### src/rtl/imem_fetch_sequencer.sv
// ---------------------------------------------------------------------------
// imem_fetch_sequencer
//
// Fetches variable-length instructions (1, 2, 9 or 10 bytes) one byte per
// cycle from a byte-wide, combinational-read instruction memory and presents
// each assembled instruction to decode over a valid/ready handshake. After
// acceptance the PC advances to valP; a redirect aborts the current fetch and
// restarts at redirect_pc.
//
// Ports
//   clk, rst_n              clock, asynchronous active-low reset
//   start, start_pc         begin fetching (sampled in IDLE and ERROR)
//   redirect, redirect_pc   abort and refetch (FETCH0 / FETCHN / HOLD)
//   mem_addr, mem_rdata     registered byte address, same-cycle read data
//   instr_valid/ready       instruction handshake to decode
//   icode_ifun              byte 0 of the instruction
//   instr_tail              bytes pc+1..pc+9 (unfetched bytes are zero)
//   instr_len, valP         instruction length and pc + length
//   instr_invalid           icode above 4'hB
//   imem_error              sticky out-of-range fetch
//   busy                    fetching or holding an instruction
// ---------------------------------------------------------------------------
module imem_fetch_sequencer #(
    parameter int MEM_DEPTH = 2048,
    parameter int ADDR_W    = 64
) (
    input  logic              clk,
    input  logic              rst_n,
    input  logic              start,
    input  logic [ADDR_W-1:0] start_pc,
    input  logic              redirect,
    input  logic [ADDR_W-1:0] redirect_pc,
    output logic [ADDR_W-1:0] mem_addr,
    input  logic [7:0]        mem_rdata,
    output logic              instr_valid,
    input  logic              instr_ready,
    output logic [7:0]        icode_ifun,
    output logic [71:0]       instr_tail,
    output logic [3:0]        instr_len,
    output logic [ADDR_W-1:0] valP,
    output logic              instr_invalid,
    output logic              imem_error,
    output logic              busy
);

    localparam logic [ADDR_W-1:0] LAST_ADDR = ADDR_W'(MEM_DEPTH - 1);

    typedef enum logic [2:0] {
        IDLE   = 3'd0,
        FETCH0 = 3'd1,
        FETCHN = 3'd2,
        HOLD   = 3'd3,
        ERROR  = 3'd4
    } state_t;

    state_t            state_reg;
    logic [ADDR_W-1:0] pc_reg;
    logic [3:0]        cnt_reg;
    // Carry-out of the address/valP adders: a wrapped address is treated as
    // out of range even though its low bits may look valid.
    logic              addr_wrap_reg;
    logic              valp_wrap_reg;

    // Length decode of the byte currently on mem_rdata (used in FETCH0).
    logic [3:0] fetch_len;
    logic       fetch_bad;

    always_comb begin
        fetch_len = 4'd1;
        fetch_bad = 1'b0;
        case (mem_rdata[7:4])
            4'h0, 4'h1, 4'h9:       fetch_len = 4'd1;
            4'h2, 4'h6, 4'hA, 4'hB: fetch_len = 4'd2;
            4'h7, 4'h8:             fetch_len = 4'd9;
            4'h3, 4'h4, 4'h5:       fetch_len = 4'd10;
            default: begin
                fetch_len = 4'd1;
                fetch_bad = 1'b1;
            end
        endcase
    end

    logic [ADDR_W:0] fetch_valp;
    logic [ADDR_W:0] first_tail_addr;
    logic [ADDR_W:0] next_tail_addr;
    logic            addr_fault;
    logic            last_tail;

    assign fetch_valp      = {1'b0, pc_reg} + {{(ADDR_W-3){1'b0}}, fetch_len};
    assign first_tail_addr = {1'b0, pc_reg} + (ADDR_W+1)'(1);
    assign next_tail_addr  = {1'b0, pc_reg} + {{(ADDR_W-3){1'b0}}, cnt_reg} + (ADDR_W+1)'(1);
    assign addr_fault      = addr_wrap_reg || (mem_addr > LAST_ADDR);
    assign last_tail       = (cnt_reg == instr_len - 4'd1);

    // One write enable per tail byte: byte cnt-1 is written in FETCHN.
    logic [8:0] tail_we;
    genvar gi;
    generate
        for (gi = 0; gi < 9; gi++) begin : g_tail_we
            assign tail_we[gi] = (cnt_reg == 4'(gi + 1));
        end
    endgenerate

    always_ff @(posedge clk or negedge rst_n) begin
        if (!rst_n) begin
            state_reg     <= IDLE;
            pc_reg        <= '0;
            cnt_reg       <= '0;
            addr_wrap_reg <= 1'b0;
            valp_wrap_reg <= 1'b0;
            mem_addr      <= '0;
            instr_valid   <= 1'b0;
            icode_ifun    <= '0;
            instr_tail    <= '0;
            instr_len     <= '0;
            valP          <= '0;
            instr_invalid <= 1'b0;
            imem_error    <= 1'b0;
            busy          <= 1'b0;
        end else begin
            case (state_reg)
                IDLE, ERROR: begin
                    if (start) begin
                        pc_reg        <= start_pc;
                        mem_addr      <= start_pc;
                        addr_wrap_reg <= 1'b0;
                        instr_tail    <= '0;
                        cnt_reg       <= '0;
                        imem_error    <= 1'b0;
                        busy          <= 1'b1;
                        state_reg     <= FETCH0;
                    end
                end

                FETCH0, FETCHN, HOLD: begin
                    if (redirect) begin
                        // Redirect wins over a same-cycle handshake.
                        pc_reg        <= redirect_pc;
                        mem_addr      <= redirect_pc;
                        addr_wrap_reg <= 1'b0;
                        instr_tail    <= '0;
                        cnt_reg       <= '0;
                        instr_valid   <= 1'b0;
                        state_reg     <= FETCH0;
                    end else if (state_reg != HOLD && addr_fault) begin
                        imem_error  <= 1'b1;
                        instr_valid <= 1'b0;
                        busy        <= 1'b0;
                        state_reg   <= ERROR;
                    end else if (state_reg == FETCH0) begin
                        icode_ifun    <= mem_rdata;
                        instr_len     <= fetch_len;
                        instr_invalid <= fetch_bad;
                        valP          <= fetch_valp[ADDR_W-1:0];
                        valp_wrap_reg <= fetch_valp[ADDR_W];
                        if (fetch_len == 4'd1) begin
                            instr_valid <= 1'b1;
                            state_reg   <= HOLD;
                        end else begin
                            cnt_reg       <= 4'd1;
                            mem_addr      <= first_tail_addr[ADDR_W-1:0];
                            addr_wrap_reg <= first_tail_addr[ADDR_W];
                            state_reg     <= FETCHN;
                        end
                    end else if (state_reg == FETCHN) begin
                        for (int i = 0; i < 9; i++) begin
                            if (tail_we[i]) begin
                                instr_tail[8*i +: 8] <= mem_rdata;
                            end
                        end
                        if (last_tail) begin
                            instr_valid <= 1'b1;
                            state_reg   <= HOLD;
                        end else begin
                            cnt_reg       <= cnt_reg + 4'd1;
                            mem_addr      <= next_tail_addr[ADDR_W-1:0];
                            addr_wrap_reg <= next_tail_addr[ADDR_W];
                        end
                    end else if (instr_ready) begin
                        // HOLD with handshake: halt or invalid stops the
                        // sequencer, anything else falls through to valP.
                        instr_valid <= 1'b0;
                        if (icode_ifun[7:4] == 4'h0 || instr_invalid) begin
                            busy      <= 1'b0;
                            state_reg <= IDLE;
                        end else begin
                            pc_reg        <= valP;
                            mem_addr      <= valP;
                            addr_wrap_reg <= valp_wrap_reg;
                            instr_tail    <= '0;
                            cnt_reg       <= '0;
                            state_reg     <= FETCH0;
                        end
                    end
                end

                default: begin
                    busy      <= 1'b0;
                    state_reg <= IDLE;
                end
            endcase
        end
    end

endmodule

### config.mk
export PLATFORM = sky130hd
export DESIGN_NAME = imem_fetch_sequencer
export DESIGN_NICKNAME = d
export VERILOG_FILES = /design/src/rtl/imem_fetch_sequencer.sv
export SDC_FILE = /design/constraint.sdc
export NUM_CORES = 1
export LEC_CHECK = 0
export CORE_ASPECT_RATIO = 0.8
export CORE_MARGIN = 1.5
export CORE_UTILIZATION = 45
export CTS_BUF_LIST = sky130_fd_sc_hd__clkbuf_8 sky130_fd_sc_hd__clkbuf_16
export CTS_CLUSTER_SIZE = 20
export DETAILED_ROUTE_END_ITERATION = 10
export MAX_ROUTING_LAYER = met4
export PLACE_DENSITY = 0.72
export SKIP_CTS_REPAIR_TIMING = 1
export SLEW_MARGIN = 20
export SYNTH_ARGS = -nofsm -noshare
export SYNTH_HDL_FRONTEND = slang
export SYNTH_SLANG_ARGS = --single-unit
### constraint.sdc
create_clock -name clk -period 5.79 [get_ports clk]
set_clock_uncertainty 0.15 [all_clocks]
set_input_delay 1.158 -clock clk [delete_from_list [all_inputs] [get_ports clk]]
set_output_delay 1.158 -clock clk [all_outputs]
set_load 0.05 [all_outputs]
* Yosys cells after proc, flatten, opt, wreduce, memory -nomap -nowiden *
Cells that the tools add are included.

word-level totals
  input bits = 141
  register bits = 289
  word-level logic and storage cells = 201
  output and inout bits = 216

operators by class
  add/subtract/negate cells = 6
  reduce and logical (&&, ||, !) cells = 30
  muxes and demuxes = 82
  $lt $le $gt $ge = 1
  bitwise logic cells = 2
  equality and inequality tests = 58

operator list
  kind                                                             number
  two-way mux 64 bit                                               13
  two-way mux 72 bit                                               7
  one-hot mux 64 bit (2 select lines)                              2
  one-hot mux 72 bit (2 select lines)                              1
  adder 64 x 4 -> 65 bit                                           2
  AND reduction 7 bit                                              11
  two-way mux 8 bit                                                9
  adder 64 x 1 -> 65 bit, second input constant                    1
  adder 65 x 1 -> 65 bit, second input constant                    1
  greater-than comparator 64 x 11 -> 1 bit, second input constant  1
  != test 4 bit, second input constant                             12
  two-way mux 4 bit                                                9
  == test 4 x 3 -> 1 bit, second input constant                    8
  two-way mux 1 bit                                                28
  != test 3 bit, second input constant                             9
  == test 4 bit, second input constant                             6
  two-way mux 3 bit                                                7
  != test 5 bit, second input constant                             4
  == test 4 x 2 -> 1 bit, second input constant                    4
  == test 4 x 1 -> 1 bit, second input constant                    3
  != test 6 bit, second input constant                             2
  one-hot mux 4 bit (3 select lines)                               1
  AND reduction 4 bit                                              3
  OR reduction 12 bit                                              1
  other kinds (24)                                                 34

* Longest topological paths before layout *
Gate-level depths: netlist of the first run.

  word-level depth = 9
  depth in mapped cells = 12
  gate-level depth less buffers = 11

* Worst setup path before layout of the first run *
No wires, ideal clock.

  kind = input-to-reg
  start = input port mem_rdata[5]
  end = register valP[40]
  setup time = 133 ps
  data arrival time = 3262 ps
  path buffers = 0
  slack = 2245 ps
  stages on the path = 11
  required time = 5507 ps
  cell sequence = a21oi_1 > mux2i_1 > ha_1 > fa_1 > a31oi_1 > or3_1 > nor3_1 > nand4_1 > nor2_1 > xnor2_1 > o21ai_0

between the ends
  cells in the longest elaborated chain, start to end = 4
  elaborated cells on any way between the ends = 14
  classes of those cells = 1 x add/sub; 9 x eq/ne; 1 x mux; 3 x reduce/logical

ends and longest elaborated chain
  element                                               line  RTL
  from (decl)                                           34    input logic [7:0] mem_rdata,
  == test 4 x 2 -> 1 bit, or another cell as far along  71    case (mem_rdata[7:4])
  OR reduction 4 bit, or another cell as far along      71
  one-hot mux 4 bit (3 select lines) *                  71
  named net fetch_len[0]                                65    logic [3:0] fetch_len;
  adder 64 x 4 -> 65 bit *                              89    assign fetch_valp = {1'b0, pc_reg} + {{(ADDR_W-3){1'b0}}, fetch_len};
  to (signal assigned)                                  154   valP <= fetch_valp[ADDR_W-1:0];
  to (decl)                                             40    output logic [ADDR_W-1:0] valP,

Mark *: on every way through the listed nets, which the timed path passes. The rest lies on a longest branch.
A chain may end at the register's enable or synchronous reset.

* Worst setup path in the final report of the first run *
  start = register mem_addr[17]
  end = register mem_addr[51]

between the ends
  cells in the longest elaborated chain, start to end = 5

ends and longest elaborated chain
  element                                   line  RTL
  from (decl)                               33    output logic [ADDR_W-1:0] mem_addr,
  from (signal assigned)                    125   mem_addr <= start_pc;
  from (signal assigned)                    139   mem_addr <= redirect_pc;
  from (signal assigned)                    161   mem_addr <= first_tail_addr[ADDR_W-1:0];
  greater-than comparator 64 x 11 -> 1 bit  92    assign addr_fault = addr_wrap_reg || (mem_addr > LAST_ADDR);
  logical OR 1 bit                          92
  logical AND 1 bit                         145   end else if (state_reg != HOLD && addr_fault) begin
  != test 3 bit (no source line)            --
  AND reduction 7 bit (no source line)      --

Every way passes these cells.

==> results.sh, run 1 <==
export IMPL_synth_seq_cells=288
export IMPL_cts_tree="yes"
export IMPL_overflow=0
export IMPL_clock_sinks=288
export IMPL_hold_viol=0
export IMPL_grt_usage=0.385
export IMPL_routed_wl_um=78600
export IMPL_ant_nets=0
export IMPL_clock_latency_ns=0.60
export IMPL_stdcell_area_um2=22900
export IMPL_core_area_um2=39600
export IMPL_synth_edf_count=0
export IMPL_syn_area_per_cell_um2=8.58
export IMPL_synth_adder_area_share=0.0112
export IMPL_cp_required_ns=6.11
export IMPL_slew_viol_final=0
export IMPL_final_cells=2909
export IMPL_clock_fmax_mhz=227
export IMPL_top_register="instr_tail"
export IMPL_setup_tns_ns=0
export IMPL_synth_top_family_by_area="simple AND/OR/NAND/NOR gates"
export IMPL_p_per_area_nw_per_um2=401
export IMPL_wl_met1_um=34700
export IMPL_synthSimpleGateAreaFrac=0.218
export IMPL_fill_cells=3604
export IMPL_vdd_drop_max_uv=343
export IMPL_met3_length_um=7620
export IMPL_crit_fanout=45
export IMPL_via_per_inst=6.34
export IMPL_critPathKind="flip-flop to flip-flop"
export IMPL_grt_pass1_wl_um=116000
export IMPL_synthArstFlopShare=1.00
export IMPL_layout_drive_gt1_share=0.103
export IMPL_rsz0062_at_grt="false"
export IMPL_ioPinCount=357
export IMPL_rows=65
export IMPL_finalCritPeriodShare=0.760
export IMPL_grt_max_degree=138
export IMPL_leakagePower_uw=0.00926
export IMPL_initial_core_util=0.458
export IMPL_period_minus_slack_ns=4.40
export IMPL_hold_class="flip-flop to flip-flop"
export IMPL_final_nets=2503
export IMPL_place_port_buffers=355
export IMPL_ys_flop_type="dfrtp_1"
export IMPL_dpl_cell_area_um2=21900
export IMPL_place_congestion=0.983
export IMPL_outcome="complete, no violations"
export IMPL_dp_cells=2850
export IMPL_synth_nets=2268
export IMPL_synthCells=2112
export IMPL_critPathCaptureType="flip-flop"
export IMPL_synth_compound_area_share=0.188
export IMPL_yosys_top_cells_area="dfrtp_1 (40%), nand2_1 (7.0%), o21ai_0 (5.6%)"
export IMPL_clock_root_buffer="clkbuf_16"
export IMPL_htree_levels=1
export IMPL_area_growth_pct=26.5
export IMPL_setup_viol=0
export IMPL_synth_top_area_frac=0.398
export IMPL_dr_pass1_iters=8
export IMPL_largest_reg_flops=72
export IMPL_slew_headroom=0.209
export IMPL_synthMuxAreaShare=0.0739
export IMPL_die_y_um=183
export IMPL_route_detailed_drc=0
export IMPL_synth_xor_area_frac=0.0604
export IMPL_drtIter0Drc=2536
export IMPL_place_hpwl_um=56700
export IMPL_drv_cap=0
export IMPL_post_drt_wl_per_cell_um=27.0
export IMPL_dieArea_um2=41500
export IMPL_cts_buffers=31
export IMPL_cts_clk_slew_worst_paths_ns=0.07
export IMPL_yosysTopAreaCell="dfrtp_1"
export IMPL_grt_pass1_vias=17400
export IMPL_synth_warnings=0
export IMPL_tightest_slew_ns=1.18
export IMPL_synth_seq_area_share=0.398
export IMPL_synth_cell_types=85
export IMPL_arrival_ns=4.72
export IMPL_die_w_um=227
export IMPL_vias=18400
export IMPL_netlist_area_um2=18100
export IMPL_cts_buffer_depth=3
export IMPL_startpoint_type="flip-flop"
export IMPL_highest_layer="met4"
export IMPL_antenna_found_initial=1
export IMPL_wl_met2_um=33500
==> worst max-delay path, cell delays in order, from the launching register on <==
cell and delay (ns):
dfrtp_1 0.42, nor4_1 0.87, nand4_1 0.28, nor4_4 0.43, buf_4 0.26, nor2_2 0.10
or3_2 0.92, buf_4 0.44, a221o_1 0.39
==> layout by cell type (no fill, tap or decap), types with 21 or more instances in the layout <==
| master | synthesis | layout |
|---|---|---|
| clkbuf_16 | 0 | 31 |
| nor2_1 | 136 | 133 |
| nor3_1 | 36 | 36 |
| and3_1 | 51 | 51 |
| o21ai_0 | 204 | 204 |
| mux2i_1 | 25 | 25 |
| clkdlybuf4s50_1 | 0 | 353 |
| dfrtp_1 | 288 | 288 |
| a21oi_1 | 128 | 128 |
| nand2_1 | 336 | 335 |
| xor2_1 | 53 | 53 |
| xnor2_1 | 72 | 72 |
| nand4_1 | 64 | 64 |
| inv_1 | 19 | 21 |
| mux2_2 | 90 | 90 |
| nor4_1 | 26 | 26 |
| buf_4 | 7 | 38 |
| nand3_1 | 63 | 63 |
==> final timing paths <==
kind	startpoint	endpoint	slack [ns]	depth (start not counted)
min in group asynchronous	rst_n	pc_reg[37]$_DFFE_PN0P_	0.42	1
max in group asynchronous	rst_n	valP[59]$_DFFE_PN0P_	3.77	2
max	mem_addr[17]$_DFFE_PN0P_	mem_addr[51]$_DFFE_PN0P_	1.39	8
min	mem_addr[2]$_DFFE_PN0P_	mem_addr[2]$_DFFE_PN0P_	0.33	2
min reg2reg	mem_addr[2]$_DFFE_PN0P_	mem_addr[2]$_DFFE_PN0P_	0.33	2
max reg2reg	mem_addr[17]$_DFFE_PN0P_	mem_addr[51]$_DFFE_PN0P_	1.39	8
==> Yosys cell counts, types with 11 or more instances <==
master and count:
nand2_1 336, dfrtp_1 288, o21ai_0 204, nor2_1 136, a21oi_1 128, clkbuf_1 115, mux2_2 90, xnor2_1 72
nand4_1 64, nand3_1 63, buf_2 56, xor2_1 53, and3_1 51, nor3_1 36, nor4_1 26, mux2i_1 25
inv_1 19, o221ai_1 17, a221oi_1 16, a31oi_1 16, o22ai_1 14, a221o_1 13, and4_1 13, ha_1 13
o211ai_1 13, a222oi_1 11
==> kinds of logic (layout without fill, tap and decap cells) <==
| group | Yosys count | after routing |
|---|---|---|
| other | 1 | 2 |
| adders and majority gates | 15 | 15 |
| muxes | 120 | 120 |
| DFF | 288 | 288 |
| AOI/OAI and AO/OA | 541 | 541 |
| and+or+nand+nor | 812 | 812 |
| buffers and inverters | 210 | 470 |
| xor gates and xnor gates | 125 | 125 |
==> area by class of cell <==
| type | instances | area, µm² | share of cell area |
|---|---|---|---|
| multi-input cells | 1614 | 10100 | 0.440 |
| flip-flops and latches | 288 | 7210 | 0.314 |
| clock inverters | 19 | 146 | 0.00638 |
| clock buffers | 39 | 886 | 0.0386 |
| diodes | 1 | 2.50 | 0.000109 |
| inverters | 19 | 71.3 | 0.00311 |
| well taps | 536 | 671 | 0.0292 |
| repair buffers | 393 | 3850 | 0.168 |
==> power by group <==
group	internal, µW	total [µW]	leakage [µW]	switching [µW]
clock	1130	2030	0.000514	900
combinational	1350	3680	0.00495	2340
sequential	2450	3480	0.00379	1030
total	4930	9200	0.00926	4270
==> stage by stage <==
stage                util  power [µW]  hold slack, ns  setup WS, ns
floorplan               -        5680           0.299          2.24
global placement    0.553        7030           0.321          1.12
detailed placement  0.553        7090           0.318          1.02
CTS                 0.579        9120           0.344          1.55
global route        0.579        9570           0.362          1.32
finish              0.579        9200           0.333          1.39
==> per-layer routing <==
metal	GRT usage	up-vias
met5	-	-
met3	0.0646	166
met4	0.108	0
met1	0.563	9119
met2	0.545	1062
li1	-	8082
Power figures use the tool's default switching activity.
==> run 2, diff against run 1 <==
Clock period 5.79 ns to 4.3 ns, I/O delays scaled along.
==> run 2 against run 1 <==
Compared with the run above:
- largest cell class unchanged
- largest power group unchanged
- cell count rose by 1.7%
- die area stayed put
- maximum frequency up 16%
==> results.sh, run 2 (synthesis results as in run 1) <==
export IMPL_outcome="complete, no violations"
export IMPL_cp_required_ns=4.53
export IMPL_top_register="instr_tail"
export IMPL_die_w_um=227
export IMPL_largest_reg_flops=72
export IMPL_overflow=0
export IMPL_drtIter0Drc=2478
export IMPL_clock_sinks=288
export IMPL_antenna_found_initial=0
export IMPL_period_minus_slack_ns=3.80
export IMPL_hold_viol=0
export IMPL_slew_viol_final=0
export IMPL_place_hpwl_um=56800
export IMPL_ioPinCount=357
export IMPL_die_y_um=183
export IMPL_vias=18700
export IMPL_grt_max_degree=141
export IMPL_clock_latency_ns=0.55
export IMPL_grt_pass1_wl_um=115000
export IMPL_setup_viol=0
export IMPL_initial_core_util=0.458
export IMPL_htree_levels=2
export IMPL_ant_nets=0
export IMPL_critPathSlowestCell="nor4_1"
export IMPL_cp_cell_sequence="nor4_1, nand4_1, nor4_4, buf_4, o21ai_0, a211o_4, buf_4, a211oi_1, a21oi_1"
export IMPL_rows=65
export IMPL_final_cell_mix="clkdlybuf4s50_1 (353), nand2_1 (335), dfrtp_1 (288), o21ai_0 (204), nor2_1 (133)"
export IMPL_hold_class="input pin to asynchronous set/reset pin"
export IMPL_rsz0062_at_grt="false"
export IMPL_vdd_drop_max_uv=415
export IMPL_via_per_inst=6.33
export IMPL_area_growth_pct=29.4
export IMPL_layout_drive_gt1_share=0.119
export IMPL_final_nets=2553
export IMPL_finalCritPeriodShare=0.883
export IMPL_critical_path_buf_inv_count=2
export IMPL_p_per_area_nw_per_um2=546
export IMPL_route_detailed_drc=0
export IMPL_pre_cts_ws_ns=0.121
export IMPL_crit_top_cell="buf_4"
export IMPL_crit_fanout=60
export IMPL_leakagePower_uw=0.00956
export IMPL_cts_buffer_depth=3
export IMPL_dieArea_um2=41500
export IMPL_setup_tns_ns=0
export IMPL_arrival_ns=4.03
export IMPL_core_area_um2=39600
export IMPL_post_route_util=0.592
export IMPL_clock_root_buffer="clkbuf_16"
export IMPL_final_common_cell="clkdlybuf4s50_1"
export IMPL_slew_headroom=0.202
export IMPL_cts_buffers=34
export IMPL_critPathKind="flip-flop to flip-flop"
export IMPL_drv_cap=0
export IMPL_clock_fmax_mhz=263
export IMPL_startpoint_type="flip-flop"
export IMPL_tightest_slew_ns=1.20
export IMPL_post_drt_wl_per_cell_um=26.4
export IMPL_cts_tree="yes"
export IMPL_cpPeakStageDelay_ns=0.73
export IMPL_grt_usage=0.381
export IMPL_finalPower_uw=12800
export IMPL_grt_pass1_vias=17900
export IMPL_place_port_buffers=355
export IMPL_final_cells=2958
export IMPL_routed_wl_um=78100
export IMPL_layout_setup_ws_ns=0.502
export IMPL_cts_clk_slew_worst_paths_ns=0.06
export IMPL_dr_pass1_iters=7
export IMPL_critPathCaptureType="flip-flop"
export IMPL_cp_top_family="simple AND/OR/NAND/NOR gates"
export IMPL_dp_cells=2897
export IMPL_place_congestion=1.04
[run 2: changes by cell type in the layout (fill, tap and decap cells not counted), moves of 2 or more]
| cell | delta |
|---|---|
| buf_4 | +39 |
| buf_12 | +8 |
| clkinvlp_4 | -4 |
| clkbuf_16 | +3 |
| clkbuf_8 | -3 |
| inv_1 | +3 |
| bufinv_16 | +2 |
| clkinv_2 | -2 |
[run 2: area by class of cell]
cell class,count,area (µm²)
sequential,288,7210
multi-input combinational,1614,10100
clock buffer,39,920
timing repair buffer,440,4310
tap,536,671
clock inverter,21,214
antenna,1,2.50
fill,3503,16200
inverter,19,71.3
[run 2: metal layers]
metal / GRT usage / vias up / wire, µm
met3: 0.0808 / 177 / 8130
met5: - / - / 0
met1: 0.541 / 9255 / 33700
li1: - / 8166 / -
met2: 0.540 / 1137 / 33700
met4: 0.123 / 0 / 2670
[run 2: final timing paths]
| kind | from | end | slack (ns) | depth (start not counted) |
|---|---|---|---|---|
| worst max register to register | mem_addr[56]$_DFFE_PN0P_ | pc_reg[0]$_DFFE_PN0P_ | 0.50 | 9 |
| min in group clk | mem_addr[2]$_DFFE_PN0P_ | mem_addr[2]$_DFFE_PN0P_ | 0.34 | 2 |
| worst min-delay path | rst_n | pc_reg[34]$_DFFE_PN0P_ | 0.26 | 1 |
| max in group asynchronous | rst_n | icode_ifun[7]$_DFFE_PN0P_ | 2.76 | 2 |
| worst min register to register | mem_addr[2]$_DFFE_PN0P_ | mem_addr[2]$_DFFE_PN0P_ | 0.34 | 2 |
| worst max-delay path | mem_addr[56]$_DFFE_PN0P_ | pc_reg[0]$_DFFE_PN0P_ | 0.50 | 9 |
[run 2: power by group]
group / switching, µW / total [µW] / internal [µW]
combinational: 3220 / 5140 / 1920
clock: 1270 / 3000 / 1730
sequential: 1350 / 4650 / 3300
total: 5840 / 12800 / 6960
[run 2: stage by stage]
stage / instance area [µm²] / hold slack (ns)
6_report: 23500 / 0.258
4_1_cts: 23500 / 0.301
5_1_grt: 23500 / 0.347
2_1_floorplan: 18100 / 0.299
3_5_place_dp: 22300 / 0.324
3_3_place_gp: 22300 / 0.321
==> run 3, diff against run 2 <==
Settings changed: CORE_ASPECT_RATIO 0.8 to 0.6.
==> run 3 against run 2 <==
Compared with the run above:
- routed wire length increased by 4.9%
- clock power down 7.0%
- flip-flop and latch count is the same
- global-route usage is 1.8 points higher
- worst hold slack got worse by 0.17 ns
- setup slack worse by 0.023 ns
- utilization grew 0.36 points
- die area about the same
- largest cell class unchanged
- largest power group unchanged
==> results.sh, run 3 (synthesis results as in run 1) <==
export IMPL_die_y_um=158
export IMPL_finalCritPeriodShare=0.889
export IMPL_startpoint_type="flip-flop"
export IMPL_place_port_buffers=355
export IMPL_critPathKind="flip-flop to flip-flop"
export IMPL_clock_latency_ns=0.58
export IMPL_critPathCaptureType="flip-flop"
export IMPL_htree_levels=1
export IMPL_crit_fanout=9
export IMPL_die_w_um=262
export IMPL_slew_headroom=0.253
export IMPL_antenna_found_initial=3
export IMPL_route_detailed_drc=0
export IMPL_cp_cell_sequence="nand4_1, nor4_1, o2111ai_1, xnor2_1, a222oi_1, nor2_1, o22a_1"
export IMPL_ioPinCount=357
export IMPL_hold_class="input pin to asynchronous set/reset pin"
export IMPL_top_register="instr_tail"
export IMPL_ant_nets=0
export IMPL_critPathSlowestCell="nor4_1"
export IMPL_cp_top_family="compound AO/OA/AOI/OAI gates"
export IMPL_fill_cells=3390
export IMPL_cpPeakStageDelay_ns=0.71
export IMPL_dieArea_um2=41500
export IMPL_post_drt_wl_per_cell_um=27.7
export IMPL_setup_tns_ns=0
export IMPL_grt_pass1_vias=17600
export IMPL_holdWs_ns=0.0907
export IMPL_overflow=0
export IMPL_tightest_slew_ns=1.12
export IMPL_post_route_util=0.596
export IMPL_setup_viol=0
export IMPL_dr_pass1_iters=5
export IMPL_cts_buffers=29
export IMPL_vias=18700
export IMPL_clock_root_buffer="clkbuf_16"
export IMPL_cts_clk_slew_worst_paths_ns=0.07
export IMPL_clock_sinks=288
export IMPL_area_growth_pct=29.4
export IMPL_cts_tree="yes"
export IMPL_rows=56
export IMPL_critical_path_buf_inv_count=0
export IMPL_slew_viol_final=0
export IMPL_clock_fmax_mhz=262
export IMPL_outcome="complete, no violations"
export IMPL_cp_required_ns=4.61
export IMPL_grt_pass1_wl_um=119000
export IMPL_final_cell_mix="clkdlybuf4s50_1 (353), nand2_1 (335), dfrtp_1 (288), o21ai_0 (204), nor2_1 (133)"
export IMPL_vdd_drop_max_uv=338
export IMPL_rsz0062_at_grt="false"
export IMPL_drv_cap=0
export IMPL_hold_viol=0
export IMPL_cts_buffer_depth=3
export IMPL_final_nets=2564
export IMPL_drtIter0Drc=2805
export IMPL_final_common_cell="clkdlybuf4s50_1"
export IMPL_place_congestion=1.05
export IMPL_leakagePower_uw=0.00959
export IMPL_initial_core_util=0.460
export IMPL_period_minus_slack_ns=3.82
export IMPL_routed_wl_um=81900
export IMPL_arrival_ns=4.13
export IMPL_place_hpwl_um=61900
export IMPL_grt_max_degree=141
export IMPL_core_area_um2=39400
export IMPL_layout_drive_gt1_share=0.123
export IMPL_grt_usage=0.399
export IMPL_finalPower_uw=12700
export IMPL_via_per_inst=6.34
export IMPL_largest_reg_flops=72
export IMPL_p_per_area_nw_per_um2=543
-- run 3: cell types whose count changed in the layout (fill, tap and decap cells not counted), moves of 2 or more --
cell,before,now
buf_4,77,92
bufinv_16,3,5
clkbuf_16,34,29
clkinv_2,5,7
clkinv_4,3,0
inv_6,3,0
-- run 3: routing by layer --
layer,track usage,share of wire,up-vias
li1,-,-,8188
met1,0.599,0.45,9179
met2,0.517,0.39,1225
met3,0.115,0.13,142
met4,0.0941,0.025,0
met5,-,0,-
-- run 3: path summary, 6_finish.rpt --
| check | from | endpoint | slack [ns] | cells past startpoint |
|---|---|---|---|---|
| min in group clk | imem_error$_DFFE_PN0P_ | imem_error$_DFFE_PN0P_ | 0.34 | 1 |
| worst max register to register | pc_reg[21]$_DFFE_PN0P_ | mem_addr[33]$_DFFE_PN0P_ | 0.48 | 7 |
| max in group asynchronous | rst_n | instr_len[0]$_DFFE_PN0P_ | 2.87 | 2 |
| worst min register to register | imem_error$_DFFE_PN0P_ | imem_error$_DFFE_PN0P_ | 0.34 | 1 |
| worst min-delay path | rst_n | pc_reg[29]$_DFFE_PN0P_ | 0.09 | 1 |
| worst max-delay path | pc_reg[21]$_DFFE_PN0P_ | mem_addr[33]$_DFFE_PN0P_ | 0.48 | 7 |
-- run 3: power by group --
group | switching (µW) | internal [µW]
sequential | 1320 | 3300
combinational | 3340 | 1990
clock | 1160 | 1630
-- run 3: through the flow --
stage                     cells  setup slack, ns  instance area (µm²)
after floorplan            2112             1.05                18100
after global routing       2953            0.252                23500
after CTS                  2952            0.600                23500
after detailed placement   2899           0.0870                22400
final                      2953            0.479                23500
after global placement     2899            0.174                22400
-- run 3: layout make-up --
cell class	instances	area, µm²	area share
Clock inverter	18	211	0.00901
Timing Repair Buffer	456	4440	0.189
Tap cell	522	653	0.0278
Clock buffer	35	808	0.0345
Sequential cell	288	7210	0.307
Antenna cell	1	2.50	0.000107
Inverter	19	71.3	0.00304
Multi-Input combinational cell	1614	10100	0.429
-- run 3: worst register-to-register path, delay by kind of cell (launching register included) --
family           cells  cell delay, ns
XOR/XNOR             1            0.24
AO/OA/AOI/OAI        3            1.34
flip-flops           1            0.69
AND/OR/NAND/NOR      3            1.28
